### src/rtl/uart_rx_if.sv
// ============================================================================
// uart_rx_if : serial line input and received-byte outputs of uart_rx
// Rev 1.0
// ============================================================================
`default_nettype none

interface uart_rx_if;
  logic       rx;
  logic [7:0] datorx;
  logic       valido;
  logic       error_trama;
  logic       ocupado;

  modport master (
    output rx,
    input  datorx,
    input  valido,
    input  error_trama,
    input  ocupado
  );

  modport slave (
    input  rx,
    output datorx,
    output valido,
    output error_trama,
    output ocupado
  );
endinterface

`default_nettype wire

### src/rtl/uart_rx.sv
// ============================================================================
// uart_rx : 8N1 serial receiver with mid-bit sampling and frame-error pulse
// Rev 1.0
// ============================================================================
`default_nettype none

module uart_rx #(
  parameter int CLK_FREQ = 50000000,
  parameter int BAUD     = 115200
) (
  input  wire logic clk,
  input  wire logic rst_n,
  uart_rx_if.slave  bus
);

  localparam int CICLOS_BIT = CLK_FREQ / BAUD;
  localparam int HALF_BIT   = CICLOS_BIT / 2;
  localparam int CW         = (CICLOS_BIT > 1) ? $clog2(CICLOS_BIT) : 1;
  localparam logic [CW-1:0] BIT_LAST  = CW'(CICLOS_BIT - 1);
  localparam logic [CW-1:0] HALF_LAST = CW'(HALF_BIT - 1);

  typedef enum logic [1:0] {
    REPOSO = 2'd0,
    INICIO = 2'd1,
    DATOS  = 2'd2,
    PARADA = 2'd3
  } state_t;

  state_t        state, state_n;
  logic [CW-1:0] cnt, cnt_n;
  logic [2:0]    indice, indice_n;
  logic [7:0]    shreg, shreg_n;
  logic [7:0]    dato, dato_n;
  logic          valido, valido_n;
  logic          error_trama, error_n;
  logic          rx_m, rx_s, rx_s_d;

  always_ff @(posedge clk) begin
    if (!rst_n) begin
      state       <= REPOSO;
      cnt         <= '0;
      indice      <= '0;
      shreg       <= '0;
      dato        <= 8'h00;
      valido      <= 1'b0;
      error_trama <= 1'b0;
      rx_m        <= 1'b1;
      rx_s        <= 1'b1;
      rx_s_d      <= 1'b1;
    end else begin
      state       <= state_n;
      cnt         <= cnt_n;
      indice      <= indice_n;
      shreg       <= shreg_n;
      dato        <= dato_n;
      valido      <= valido_n;
      error_trama <= error_n;
      rx_m        <= bus.rx;
      rx_s        <= rx_m;
      rx_s_d      <= rx_s;
    end
  end

  always_comb begin
    state_n  = state;
    cnt_n    = cnt;
    indice_n = indice;
    shreg_n  = shreg;
    dato_n   = dato;
    valido_n = 1'b0;
    error_n  = 1'b0;
    case (state)
      REPOSO: begin
        cnt_n    = '0;
        indice_n = '0;
        // Edge-triggered so a line stuck low cannot start repeated frames.
        if (rx_s_d && !rx_s) state_n = INICIO;
      end
      INICIO: begin
        if (cnt == HALF_LAST) begin
          cnt_n    = '0;
          indice_n = '0;
          state_n  = rx_s ? REPOSO : DATOS;
        end else begin
          cnt_n = cnt + 1'b1;
        end
      end
      DATOS: begin
        if (cnt == BIT_LAST) begin
          cnt_n          = '0;
          shreg_n[indice] = rx_s;
          indice_n       = indice + 3'd1;
          if (indice == 3'd7) state_n = PARADA;
        end else begin
          cnt_n = cnt + 1'b1;
        end
      end
      PARADA: begin
        if (cnt == BIT_LAST) begin
          cnt_n   = '0;
          state_n = REPOSO;
          if (rx_s) begin
            dato_n   = shreg;
            valido_n = 1'b1;
          end else begin
            error_n = 1'b1;
          end
        end else begin
          cnt_n = cnt + 1'b1;
        end
      end
      default: state_n = REPOSO;
    endcase
  end

  assign bus.datorx      = dato;
  assign bus.valido      = valido;
  assign bus.error_trama = error_trama;
  assign bus.ocupado     = (state != REPOSO);

endmodule

`default_nettype wire

### src/flat_wrapper.sv
// flat-port wrapper written by rule: the top's interface ports become plain ports
module uart_rx_flat 
#(
  parameter int CLK_FREQ = 50000000,
  parameter int BAUD     = 115200
)
  (clk, rst_n, bus_rx, bus_datorx, bus_valido, bus_error_trama, bus_ocupado);
  uart_rx_if bus_i ();
  input  wire logic clk;
  input  wire logic rst_n;
  input wire logic [$bits(bus_i.rx)-1:0] bus_rx;
  output wire logic [$bits(bus_i.datorx)-1:0] bus_datorx;
  output wire logic [$bits(bus_i.valido)-1:0] bus_valido;
  output wire logic [$bits(bus_i.error_trama)-1:0] bus_error_trama;
  output wire logic [$bits(bus_i.ocupado)-1:0] bus_ocupado;
  assign bus_i.rx = bus_rx;
  assign bus_datorx = bus_i.datorx;
  assign bus_valido = bus_i.valido;
  assign bus_error_trama = bus_i.error_trama;
  assign bus_ocupado = bus_i.ocupado;
  uart_rx #(.CLK_FREQ(CLK_FREQ), .BAUD(BAUD)) u_core (.clk(clk), .rst_n(rst_n), .bus(bus_i));
endmodule
### config.mk
export PLATFORM = sky130hd
export DESIGN_NAME = uart_rx_flat
export DESIGN_NICKNAME = d
export VERILOG_FILES = /design/src/rtl/uart_rx_if.sv /design/src/rtl/uart_rx.sv /design/src/flat_wrapper.sv
export SDC_FILE = /design/constraint.sdc
export NUM_CORES = 1
export LEC_CHECK = 0
export ABC_CLOCK_PERIOD_IN_PS = 1820
export BUFFER_PORTS_ARGS = -buffer_cell sky130_fd_sc_hd__buf_4
export CORE_ASPECT_RATIO = 0.8
export CORE_MARGIN = 8
export CORE_UTILIZATION = 30
export CTS_CLUSTER_DIAMETER = 30
export DETAILED_ROUTE_END_ITERATION = 6
export SLEW_MARGIN = 10
export SYNTH_ARGS = -nofsm -noshare
export SYNTH_HDL_FRONTEND = slang
export SYNTH_SLANG_ARGS = --single-unit
### constraint.sdc
create_clock -name clk -period 1.82 [get_ports clk]
set_input_delay 0 -clock clk [delete_from_list [all_inputs] [get_ports clk]]
set_output_delay 0 -clock clk [all_outputs]
set_load 0.005 [all_outputs]
==> qor.csv <==
stage,metric,value,unit
grt,GR Overflow Total,0,
timing,Final WS setup,113,ps
grt,antenna violations before repair,0,
worst_setup_path,R2R depth,5,
timing,Worst-Margin Slew,550,ps
placement,placed inst area,1790,um2
finish,most frequent cells in the layout,"dfxtp_1, nor2_1, buf_4",
clocking,Setup Buffers After CTS,0,
power_and_ir_drop,Leak,0.720,nW
synth,prevailing post-synth register cell,dfxtp_1,
grt,vias in the first global route,1200,
timing,Setup TNS Final,0,ps
clocking,clk sinks,35,
synth,share of the synthesized area in the top cell type,43.0,%
detailed_routing,average wire per standard cell,13.0,um
finish,"most common cell after layout, fill and taps aside",dfxtp_1,
worst_setup_path,"slowest stage cell, crit path",or4b_1,
placement,"worst slack, placed",115,ps
synth,Mapped Avg Cell Area,9.26,um2
grt,All-Layer GR Usage,9.40,%
power_and_ir_drop,PwrDens,781,nW/um2
die,chip height,81.9,um
timing,fmax,586,MHz
synth,Post-synth EDFFs,0,
die,Core Region,5350,um2
detailed_routing,metal3 WL,150,um
placement,I/O Buffers,13,
timing,final hold vios,0,
synth,Post-Syn Instances,176,
finish,design area,1950,um2
finish,nets,203,
placement,global placer's final weighted congestion,0.785,
finish,FILL cells,551,
clocking,number of buffers created by CTS,5,
worst_setup_path,RR Endpoint,u_core.indice[2],
detailed_routing,Via density,4.85,
timing,Tmin final,1710,ps
synth,Area contributors post-synth,"dfxtp_1, mux2i_1, nor2_1",
timing,hold_ws,408,ps
clocking,Max H-tree Level,2,
timing,# setup viols final,0,
placement,placed insts,250,
synth,Unique masters post-synth,42,
hold_path,Hold Crit Start,u_core.rx_m,
timing,unrepaired setup endpoints after global routing,false,
worst_setup_path,Top delay family on crit path,simple AND/OR/NAND/NOR gates,
worst_setup_path,CP startpoint kind,flip-flop,
worst_setup_path,worst path required time,2040,ps
worst_setup_path,Worst path max stage delay,500,ps
outcome,run status,"complete, no violations",
synth,#FFs+latches synth,35,
worst_setup_path,Reg-to-Reg Start,u_core.cnt[0],
detailed_routing,DRT antenna net count,0,
synth,sequential area share after synthesis,43.0,%
hold_path,WHS Path Cells,1,
finish,# diodes,0,
synth,YS warnings,0,
detailed_routing,vias,1266,
detailed_routing,initial drt markers,84,
finish,final core occ,36.4,%
clocking,Worst-Skew Late Latency,290,ps
hold_path,Worst Hold Class,reg -> reg,
die,Site Rows,24,
clocking,CTS tree,built,
die,Die X,98.4,um
timing,Pins Over Slew Limit,0,
worst_setup_path,critical path class,reg -> reg,
worst_setup_path,Reg2Reg Setup Slack,110,ps
timing,fin crit share,93.8,%
synth,post-synth net total,184,
grt,largest net degree at the start of global routing,17,
clocking,clk root buf,clkbuf_8,
detailed_routing,Top Metal Used,met4,
worst_setup_path,crit-path max FO,5,
clocking,maximum clock insertion buffer count,2,
finish,layout cell share with drive strength beyond 1,18.9,%
detailed_routing,WL met1,1820,um
detailed_routing,total routed wirelength,3390,um
die,Initial Util,30.5,%
detailed_routing,Residual DRC,0,
worst_setup_path,Worst Setup End Kind,flip-flop,
synth,"area leader, netlist",dfxtp_1,
power_and_ir_drop,VDD IR max,0.348,mV
worst_setup_path,worst path bufs/invs,0,
worst_setup_path,CP Cell Sequence,"ha_1, and4b_4, nand2_4, or4b_1, a31oi_1",
timing,Max-Slew Margin vs Limit,63.3,%
die,io pins,14,
detailed_routing,TritonRoute pass-1 iters,4,
synth,ys async rst share,0,%
worst_setup_path,worst path arrival time,1930,ps
grt,first-pass GRT wire length,5960,um
job,max cap viols,0,
timing,Final Skew,6.36,ps
detailed_routing,DR WL met2,1340,um
finish,Area Overhead vs Synth,19.6,%
finish,Non-Filler Instances,261,
synth,Synth Cell Area,1630,um2
clocking,Clock Pin Slew Worst Setup and Hold Paths,70,ps
placement,Final HPWL DP,2410,um
power_and_ir_drop,total power,1.52,mW
die,die area,8060,um2
hold_path,hold endpoint,u_core.rx_s,
[registers in the layout, summed over array words and instances (netlist names), named ones only]
register	cells
u_core.state	1
u_core.rx_s	1
u_core.bus.error_trama	1
u_core.bus.valido	1
u_core.rx_m	1
u_core.shreg	8
u_core.cnt	9
u_core.bus.datorx	8
u_core.rx_s_d	1
u_core.indice	3
[logic make-up after synthesis]
| logic type | after synthesis | synth area share, % |
|---|---|---|
| XOR/XNOR | 7 | 3.76 |
| AO/OA/AOI/OAI | 18 | 7.14 |
| multiplexers | 12 | 7.37 |
| buffers and inverters | 17 | 5.45 |
| flip-flops | 35 | 43.0 |
| AND/OR/NAND/NOR | 82 | 29.4 |
| adder cells (fa/ha/maj) | 5 | 3.84 |
[cell usage after synthesis (2+ instances only)]
cell and count:
a31oi_1 2, buf_2 2, buf_4 2, buf_6 2, clkbuf_1 5, dfxtp_1 35, ha_1 5, inv_1 5
mux2i_1 12, nand2_1 8, nand2b_1 4, nand3_1 11, nand4_1 6, nand4b_1 2, nand4bb_1 3, nor2_1 27
nor3_1 5, nor4_1 5, o21ai_0 7, xnor2_1 5, xor2_1 2
[how the worst max path moves through the flow]
stage               slack [ps]  cells after the start               end          start
global placement           160                      5  u_core.indice[2]  u_core.cnt[0]
CTS                        100                      5  u_core.indice[2]  u_core.cnt[0]
finish                     110                      5  u_core.indice[2]  u_core.cnt[0]
detailed placement         110                      5  u_core.indice[2]  u_core.cnt[0]
global route                10                      5   u_core.shreg[2]  u_core.cnt[0]
floorplan                  220                      5  u_core.indice[2]  u_core.cnt[0]
[area by class of cell]
class	instances	area, um2	area share (%)
inverter	6	22.5	1.16
clock inverter	3	43.8	2.25
multi-input combinational	124	851	43.7
timing repair buffer	23	180	9.25
tap	65	81.3	4.17
sequential	35	701	36.0
clock buffer	5	68.8	3.53
[metal layers]
| metal | vias up | global-route usage, % |
|---|---|---|
| li1 | 655 | - |
| met1 | 583 | 12.8 |
| met2 | 20 | 12.7 |
| met3 | 8 | 2.96 |
| met4 | 0 | 5.50 |
| met5 | - | 0 |
[timing repair]
item | 4_1_cts | 5_1_grt
setup endpoints to repair | 0 | 2
gates resized for setup | 0 | 2
endpoints found under the hold margin | 2 | 0
hold buffers | 3 | 0
[power by group]
| group | internal (mW) | switching, mW | total (mW) |
|---|---|---|---|
| sequential | 0.770 | 0.00721 | 0.777 |
| clock | 0.408 | 0.291 | 0.699 |
| combinational | 0.0208 | 0.0243 | 0.0451 |
| total | 1.20 | 0.323 | 1.52 |
No activity file was read; power rests on OpenSTA's default activity.
